<file path="config.mk">
export PLATFORM = sky130hd
export DESIGN_NAME = rx_bit_decoder
export DESIGN_NICKNAME = d
export VERILOG_FILES = /design/src/rtl/rx_bit_decoder_pkg.sv /design/src/rtl/rx_bit_decoder_rec_fifo.sv /design/src/rtl/rx_bit_decoder.sv
export SDC_FILE = /design/constraint.sdc
export NUM_CORES = 1
export LEC_CHECK = 0
export ABC_AREA = 1
export CORE_ASPECT_RATIO = 0.9
export CORE_MARGIN = 4
export CORE_UTILIZATION = 57
export DETAILED_ROUTE_END_ITERATION = 8
export DONT_BUFFER_PORTS = 1
export PLACE_DENSITY = 0.75
export SYNTH_ARGS = -nofsm -noshare
export SYNTH_HDL_FRONTEND = slang
export SYNTH_SLANG_ARGS = --single-unit
</file>
<file path="constraint.sdc">
create_clock -name clk -period 2.43 [get_ports clk]
set_input_delay 0.3645 -clock clk [delete_from_list [all_inputs] [get_ports clk]]
set_output_delay 0.3645 -clock clk [all_outputs]
set_load 0.02 [all_outputs]
</file>
<file path="src/rtl/rx_bit_decoder_pkg.sv">
// Shared definitions for the receive bit decoder: record codes, line codes,
// decoder states and the record packing helper.
package rx_bit_decoder_pkg;

    localparam int REC_W = 16;

    localparam logic [7:0] DATA_START           = 8'h01;
    localparam logic [7:0] DATA_STOP            = 8'h02;
    localparam logic [7:0] DATA_STREAM          = 8'h03;
    localparam logic [7:0] DATA_BIT_STUFF_ERROR = 8'h04;

    localparam logic [1:0] SE0 = 2'b00;

    typedef enum logic [1:0] {
        IDLE        = 2'd0,
        DATA        = 2'd1,
        WAIT_RESUME = 2'd2,
        RESUME_END  = 2'd3
    } rx_state_t;

    // A record is the code byte in the upper half and the data byte in the lower half.
    function automatic logic [REC_W-1:0] make_rec(input logic [7:0] code, input logic [7:0] data);
        return {code, data};
    endfunction

endpackage

</file>
<file path="src/rtl/rx_bit_decoder_rec_fifo.sv">
// Synchronous record FIFO with occupancy output. Push into a full FIFO and
// pop from an empty one are prevented by the caller.
module rx_rec_fifo
    import rx_bit_decoder_pkg::*;
#(
    parameter int DEPTH = 4
) (
    input  logic                   clk,
    input  logic                   rst,
    input  logic                   push_i,
    input  logic [REC_W-1:0]       push_data_i,
    input  logic                   pop_i,
    output logic [REC_W-1:0]       head_o,
    output logic [$clog2(DEPTH):0] level_o
);

    localparam int AW = $clog2(DEPTH);

    logic [REC_W-1:0] mem_q [DEPTH];
    logic [AW-1:0]    wr_ptr_q;
    logic [AW-1:0]    rd_ptr_q;
    logic [AW:0]      level_q;

    // Storage, pointers and occupancy; pointers wrap naturally for a power-of-2 depth.
    always_ff @(posedge clk or posedge rst) begin
        if (rst) begin
            for (int i = 0; i < DEPTH; i++) begin
                mem_q[i] <= {REC_W{1'b0}};
            end
            wr_ptr_q <= {AW{1'b0}};
            rd_ptr_q <= {AW{1'b0}};
            level_q  <= {(AW+1){1'b0}};
        end else begin
            if (push_i) begin
                mem_q[wr_ptr_q] <= push_data_i;
                wr_ptr_q        <= wr_ptr_q + AW'(1);
            end
            if (pop_i) begin
                rd_ptr_q <= rd_ptr_q + AW'(1);
            end
            case ({push_i, pop_i})
                2'b10:   level_q <= level_q + (AW+1)'(1);
                2'b01:   level_q <= level_q - (AW+1)'(1);
                default: level_q <= level_q;
            endcase
        end
    end

    assign head_o  = mem_q[rd_ptr_q];
    assign level_o = level_q;

endmodule

</file>
<file path="src/rtl/rx_bit_decoder.sv">
// Receive bit decoder: NRZI decode and de-stuffing of line samples, LSB-first
// byte assembly, record generation into a FIFO and resume detection.
module rx_bit_decoder
    import rx_bit_decoder_pkg::*;
#(
    parameter int FIFO_DEPTH      = 4,
    parameter int MAX_SAME_LEVELS = 7,
    parameter int RESUME_WAIT     = 10,
    parameter int EOP_SE0_BITS    = 1
) (
    input  logic                        clk,
    input  logic                        rst,
    input  logic [1:0]                  JBit,
    input  logic [1:0]                  KBit,
    input  logic [1:0]                  RxBitsIn,
    input  logic                        processRxBitsWEn,
    output logic                        processRxBitRdy,
    output logic [7:0]                  RxDataOut,
    output logic [7:0]                  RxCtrlOut,
    output logic                        processRxByteWEn,
    input  logic                        processRxByteRdy,
    output logic                        resumeDetected,
    output logic [$clog2(FIFO_DEPTH):0] fifoLevel
);

    localparam int LW = $clog2(FIFO_DEPTH) + 1;
    localparam int SW = $clog2(MAX_SAME_LEVELS + 1);
    localparam int EW = $clog2(EOP_SE0_BITS + 1);
    localparam int RW = $clog2(RESUME_WAIT + 1);

    localparam logic [SW-1:0] SAME_MAX    = SW'(MAX_SAME_LEVELS);
    localparam logic [EW-1:0] SE0_LAST    = EW'(EOP_SE0_BITS - 1);
    localparam logic [RW-1:0] RES_LAST    = RW'(RESUME_WAIT - 1);
    localparam logic [LW-1:0] LVL_RDY_MAX = LW'(FIFO_DEPTH - 2);

    rx_state_t        state_q, state_d;
    logic [1:0]       old_bits_q, old_bits_d;
    logic [SW-1:0]    same_cnt_q, same_cnt_d;
    logic [2:0]       bit_cnt_q, bit_cnt_d;
    logic [7:0]       byte_q, byte_d;
    logic [EW-1:0]    se0_cnt_q, se0_cnt_d;
    logic [RW-1:0]    res_cnt_q, res_cnt_d;
    logic             resume_q, resume_d;
    logic             rdy_q, rdy_d;
    logic             wen_q;
    logic [7:0]       data_q;
    logic [7:0]       ctrl_q;

    logic             accept_s;
    logic             push_s;
    logic [REC_W-1:0] push_rec_s;
    logic             pop_s;
    logic             shift_s;
    logic             shift_bit_s;
    logic [REC_W-1:0] head_s;
    logic [LW-1:0]    fifo_level_s;
    logic [LW-1:0]    lvl_next_s;

    assign accept_s = processRxBitsWEn & rdy_q;

    // Per-sample decode: state transitions, NRZI/de-stuff and record selection.
    always_comb begin
        state_d     = state_q;
        old_bits_d  = old_bits_q;
        same_cnt_d  = same_cnt_q;
        bit_cnt_d   = bit_cnt_q;
        byte_d      = byte_q;
        se0_cnt_d   = se0_cnt_q;
        res_cnt_d   = res_cnt_q;
        resume_d    = resume_q;
        push_s      = 1'b0;
        push_rec_s  = {REC_W{1'b0}};
        shift_s     = 1'b0;
        shift_bit_s = 1'b0;
        if (accept_s) begin
            case (state_q)
                IDLE: begin
                    if (RxBitsIn == KBit) begin
                        push_s     = 1'b1;
                        push_rec_s = make_rec(DATA_START, 8'h00);
                        old_bits_d = KBit;
                        same_cnt_d = SW'(1);
                        bit_cnt_d  = 3'd1;
                        byte_d     = 8'h00;
                        se0_cnt_d  = {EW{1'b0}};
                        state_d    = DATA;
                    end else begin
                        state_d = IDLE;
                    end
                end
                DATA: begin
                    if (RxBitsIn == SE0) begin
                        if (se0_cnt_q == SE0_LAST) begin
                            push_s     = 1'b1;
                            push_rec_s = make_rec(DATA_STOP, 8'h00);
                            se0_cnt_d  = {EW{1'b0}};
                            state_d    = IDLE;
                        end else begin
                            se0_cnt_d = se0_cnt_q + EW'(1);
                        end
                    end else begin
                        se0_cnt_d  = {EW{1'b0}};
                        old_bits_d = RxBitsIn;
                        if (RxBitsIn == old_bits_q) begin
                            if (same_cnt_q == SAME_MAX) begin
                                push_s     = 1'b1;
                                push_rec_s = make_rec(DATA_BIT_STUFF_ERROR, 8'h00);
                                res_cnt_d  = {RW{1'b0}};
                                state_d    = (RxBitsIn == JBit) ? IDLE : WAIT_RESUME;
                            end else begin
                                shift_s     = 1'b1;
                                shift_bit_s = 1'b1;
                                same_cnt_d  = same_cnt_q + SW'(1);
                            end
                        end else begin
                            // A transition after a maximal run is the stuffed bit and carries no data.
                            same_cnt_d  = SW'(1);
                            shift_s     = (same_cnt_q != SAME_MAX);
                            shift_bit_s = 1'b0;
                        end
                        if (shift_s) begin
                            byte_d = {shift_bit_s, byte_q[7:1]};
                            if (bit_cnt_q == 3'd7) begin
                                push_s     = 1'b1;
                                push_rec_s = make_rec(DATA_STREAM, {shift_bit_s, byte_q[7:1]});
                                bit_cnt_d  = 3'd0;
                            end else begin
                                bit_cnt_d = bit_cnt_q + 3'd1;
                            end
                        end else begin
                            byte_d = byte_q;
                        end
                    end
                end
                WAIT_RESUME: begin
                    if (RxBitsIn != KBit) begin
                        state_d = IDLE;
                    end else if (res_cnt_q == RES_LAST) begin
                        resume_d = 1'b1;
                        state_d  = RESUME_END;
                    end else begin
                        res_cnt_d = res_cnt_q + RW'(1);
                    end
                end
                RESUME_END: begin
                    if (RxBitsIn != KBit) begin
                        resume_d = 1'b0;
                        state_d  = IDLE;
                    end else begin
                        state_d = RESUME_END;
                    end
                end
                default: begin
                    state_d = IDLE;
                end
            endcase
        end else begin
            state_d = state_q;
        end
    end

    // Output side: pop spacing, occupancy after this cycle's push/pop, and input readiness.
    always_comb begin
        pop_s      = (fifo_level_s != {LW{1'b0}}) & processRxByteRdy & ~wen_q;
        lvl_next_s = fifo_level_s + LW'(push_s) - LW'(pop_s);
        rdy_d      = (lvl_next_s <= LVL_RDY_MAX);
    end

    rx_rec_fifo #(
        .DEPTH (FIFO_DEPTH)
    ) u_fifo (
        .clk         (clk),
        .rst         (rst),
        .push_i      (push_s),
        .push_data_i (push_rec_s),
        .pop_i       (pop_s),
        .head_o      (head_s),
        .level_o     (fifo_level_s)
    );

    // Decoder state and registered outputs.
    always_ff @(posedge clk or posedge rst) begin
        if (rst) begin
            state_q    <= IDLE;
            old_bits_q <= 2'b00;
            same_cnt_q <= {SW{1'b0}};
            bit_cnt_q  <= 3'd0;
            byte_q     <= 8'h00;
            se0_cnt_q  <= {EW{1'b0}};
            res_cnt_q  <= {RW{1'b0}};
            resume_q   <= 1'b0;
            rdy_q      <= 1'b1;
            wen_q      <= 1'b0;
            data_q     <= 8'h00;
            ctrl_q     <= 8'h00;
        end else begin
            state_q    <= state_d;
            old_bits_q <= old_bits_d;
            same_cnt_q <= same_cnt_d;
            bit_cnt_q  <= bit_cnt_d;
            byte_q     <= byte_d;
            se0_cnt_q  <= se0_cnt_d;
            res_cnt_q  <= res_cnt_d;
            resume_q   <= resume_d;
            rdy_q      <= rdy_d;
            wen_q      <= pop_s;
            if (pop_s) begin
                data_q <= head_s[7:0];
                ctrl_q <= head_s[15:8];
            end
        end
    end

    assign processRxBitRdy  = rdy_q;
    assign processRxByteWEn = wen_q;
    assign RxDataOut        = data_q;
    assign RxCtrlOut        = ctrl_q;
    assign resumeDetected   = resume_q;
    assign fifoLevel        = fifo_level_s;

endmodule
</file>
==> flow_results.org, run 1 <==
** Die
- The core region is 7540 um^2.
- Number of cell rows :: 30
- The die is 101 um wide.
- During I/O placement, the number of pins put on the boundary was 32.
- Initial core utilization :: 58.8%
- The floorplan step defined a die boundary enclosing 9250 um^2.
- Vertical die dimension :: 91.7 um

** Critical path
- In this run the number of cells on the critical path is 13.
- Sort of element at the start of the critical path :: flop
- List of cells traversed by the critical path :: ha_2, ha_4, inv_1, nand2_1, nor2_4, nor2_4, nand3_4, nand2_4, ha_2, fa_1, a21oi_1, o21ai_1, xnor2_1
- Endpoint of the worst setup timing path :: u_fifo.level_o[2]$_DFFE_PP0P_
- The worst setup path is captured at a flop.
- Register-to-register setup slack :: 0.11 ns
- On the worst path, the slowest cell contributes a delay of 0.41 ns.
- On the critical path, the stage with the largest delay is an instance of sky130_fd_sc_hd__dfrtp_1.
- The cell family contributing the most delay on the critical path is adder cells.
- CP arrival :: 2.56 ns
- Of all nets on the critical path, the largest fanout is 3.
- STA puts the critical path data required time at 2.67 ns.
- Endpoint of the worst-slack reg-to-reg timing path :: u_fifo.level_o[2]$_DFFE_PP0P_
- The critical path is of the reg -> reg type.
- For the worst flop-to-flop path, the logic depth is 13.
- Worst r2r src :: same_cnt_q[0]$_DFFE_PP0P_
- Buf+Inv Stages, Crit Path :: 1
- Critical Path Start :: same_cnt_q[0]$_DFFE_PP0P_

** Clock tree
- TritonCTS Buffers :: 9
- TritonCTS sink count :: 86
- The root buffer cell chosen for the clock tree is sky130_fd_sc_hd__clkbuf_8.
- Worst skew pair latency :: 0.36 ns
- TritonCTS built the clock tree.
- The H-tree was split into 3 levels.
- Maximum buffer depth of the clock tree :: 2
- Clock transition at the registers of the reported paths :: 0.09 ns

** Finish
- Share of cells above drive strength 1 :: 11.2%
- After the last flow step, the layout net total stands at 599.
- The top cell types in the final layout, fill and taps aside, are sky130_fd_sc_hd__nand2_1 (176), sky130_fd_sc_hd__dfrtp_1 (85), sky130_fd_sc_hd__nor2_1 (84).
- Once layout is complete, the utilization of the core stands at 64.4%.
- Area added between synthesis and finish :: 9.60%
- Antenna cells :: 0
- Most frequent standard cell in the layout excluding fill and tap cells :: sky130_fd_sc_hd__nand2_1
- Final Non-Filler Cells :: 675

** Outcome
- The run finished with clean final reports.

** Yosys
- sky130_fd_sc_hd__dfrtp_1 takes more of the synthesized area than any other cell.
- Yosys mapped the design onto 30 distinct sky130hd cell types.
- Total of warnings raised by yosys :: 0
- Of the synthesized area, sequential elements account for 48.6%.
- In this run the mean area of a mapped cell was 7.85 um^2.
- Sorting the synthesized cells by area gives the leading types as sky130_fd_sc_hd__dfrtp_1 (48%), sky130_fd_sc_hd__nand2_1 (15%), sky130_fd_sc_hd__nor2_1 (7.3%), sky130_fd_sc_hd__nand4_1 (6.4%), sky130_fd_sc_hd__ha_1 (3.7%).
- Number of instances in the synthesized netlist :: 565
- In the synthesized netlist the dominant register cell turns out to be sky130_fd_sc_hd__dfrtp_1.
- In this run, synthesis produced a sequential element count of 86.
- Area of the mapped netlist :: 4430 um^2
- Fraction of synthesis flops using an asynchronous set or reset pin :: 100%
- In this run, synthesis inferred 0 flip-flops with an integrated enable.
- The top cell type by area accounts for 48.0% of the synthesized area.

** Hold path
- Class of the worst hold path :: in -> reg

** STA
- Worst-margin pin slew :: 0.654 ns
- In the finished design, the share of the clock period the worst path needs comes to 95.4%.
- Subtracting the final worst setup slack from the clock period gives 2.32 ns.
- The final count of hold timing violations is 0.
- Setup repair after global routing left no endpoint under its margin.
- The number of max-slew violations in the final report came to 0.
- Measured against its own limit, the worst slew margin works out to 56.3%.
- Peak Freq :: 0.431 GHz
- Final setup violating endpoints :: 0
- For the final database, setup skew stands at 0.00723 ns.

** Global route
- Total global routing overflow :: 0
- Entering global routing, the biggest net connects 58 pins.
- Grt met3 use :: 4.87%
- The initial antenna violation count was 0.
- The number of global-route vias before repair was 3617.
- First-pass GRT wire length :: 17.3 mm
- Met1 global-route usage :: 32.1%
- The layer flagged by global routing as most heavily used is met2.
- Met2 track demand over resource in global routing :: 36.7%
- Global Route Usage Sum :: 23.3%

** Drt
- After detailed routing, the average wire length per cell comes to 15.0 um.
- Routed via count :: 3804
- Total wire length :: 10.1 mm
- The first detailed-routing pass ran for 5 iterations.
- Post-detailed-route DRC marker count :: 0
- Number of routed nets with antenna violations :: 0
- The first routing iteration left 264 violations.
- In the routed layout, each cell is associated on average with a via count of 5.64.

** Power
- Design Power :: 4760 uW
- The analysis attributes to cell leakage a power of 0.00254 uW.
- Power density over cell area :: 979 nW/um^2
- IR drop worst, VDD :: 0.473 mV

** Run
- Max-cap violations in this run came to 0.

** Place
- Dpl cells :: 656
- Routability-driven placement finished with a final weighted congestion of 0.849.
- Post-detailed-placement half-perimeter wirelength :: 6.89 mm
- Port bufs :: 0
==> per-stage QoR <==
| step | hold slack, ns | instance area [um^2] | setup TNS (ns) | setup slack [ns] |
|---|---|---|---|---|
| floorplan | 0.437 | 4450 | 0 | 0.0240 |
| global placement | 0.354 | 4590 | 0 | 0.0368 |
| detailed placement | 0.355 | 4590 | -0.0524 | -0.0406 |
| CTS | 0.279 | 4790 | 0 | 0.0140 |
| global route | 0.310 | 4860 | 0 | 0.00879 |
| finish | 0.290 | 4860 | 0 | 0.112 |
==> layer usage <==
metal,wire length [um],up-vias
met3,519,10
li1,-,1850
met1,4640,1825
met5,0,-
met4,110,0
met2,4840,119
==> power breakdown <==
group          switching [uW]  internal (uW)
Sequential                330           1700
Clock                     532            372
Combinational            1220            598
Total                    2090           2670
==> cell families after synthesis <==
family	synth area share, %
adders and majority gates	4.57
AOI/OAI and AO/OA	6.18
buffers and inverters	6.63
and+or+nand+nor	32.5
other	0.0846
muxes	0.254
xor gates and xnor gates	1.19
DFF	48.6
==> cells in the mapped netlist (5+ instances only) <==
master                       n
sky130_fd_sc_hd__clkbuf_1   13
sky130_fd_sc_hd__nor2_1     86
sky130_fd_sc_hd__nand3_1    21
sky130_fd_sc_hd__o21ai_0    29
sky130_fd_sc_hd__a21oi_1     6
sky130_fd_sc_hd__a31oi_1    11
sky130_fd_sc_hd__ha_1       13
sky130_fd_sc_hd__nand2_1   177
sky130_fd_sc_hd__inv_2       5
sky130_fd_sc_hd__buf_4       9
sky130_fd_sc_hd__dfrtp_1    85
sky130_fd_sc_hd__inv_1      30
sky130_fd_sc_hd__nand4_1    45
sky130_fd_sc_hd__buf_2       7
==> final cells by class <==
type | instances | area [um^2]
tap | 96 | 120
timing repair buffer | 26 | 210
multi-input combinational | 416 | 2070
sequential | 86 | 2150
clock buffer | 9 | 124
fill | 644 | 2690
inverter | 35 | 135
clock inverter | 7 | 50.0
==> worst min path at each step <==
| stage | start | end | slack (ns) | cells after the start |
|---|---|---|---|---|
| after floorplan | u_fifo.mem_q[32]$_DFFE_PP0P_ | u_fifo.mem_q[32]$_DFFE_PP0P_ | 0.44 | 2 |
| after global placement | rst | processRxByteWEn$_DFF_PP0_ | 0.35 | 1 |
| final | RxBitsIn[1] | state_q[1]$_DFFE_PP0P_ | 0.29 | 4 |
| after detailed placement | rst | processRxByteWEn$_DFF_PP0_ | 0.36 | 1 |
| after global routing | RxBitsIn[1] | state_q[1]$_DFFE_PP0P_ | 0.31 | 4 |
| after CTS | RxBitsIn[1] | state_q[1]$_DFFE_PP0P_ | 0.28 | 4 |
==> tightest hold or removal path: cells and delay by family <==
kind             cells  cell delay, ns
and+or+nand+nor      4            0.24
==> registers in the layout, indices dropped and copies added (netlist names), 2 cells and up <==
signal / flops
byte_q: 7
u_fifo.rd_ptr_q: 2
old_bits_q: 2
bit_cnt_q: 3
u_fifo.level_o: 3
RxCtrlOut: 3
res_cnt_q: 4
same_cnt_q: 3
RxDataOut: 8
u_fifo.mem_q: 44
state_q: 2
u_fifo.wr_ptr_q: 2
==> what timing repair did <==
item / CTS / global route
setup buffers: 0 / 2
resized for setup: 3 / 14
endpoints found under the hold margin: 29 / 0
hold buffers: 1 / 0
setup endpoints to repair: 2 / 3
pin swaps: 0 / 4
Power figures use the tool's default switching activity.
==> run 2, diff against run 1 <==
SLEW_MARGIN = 20   (was not set)
==> results of run 2 <==
Final layout, timing and power as in run 1 (identical DEF).
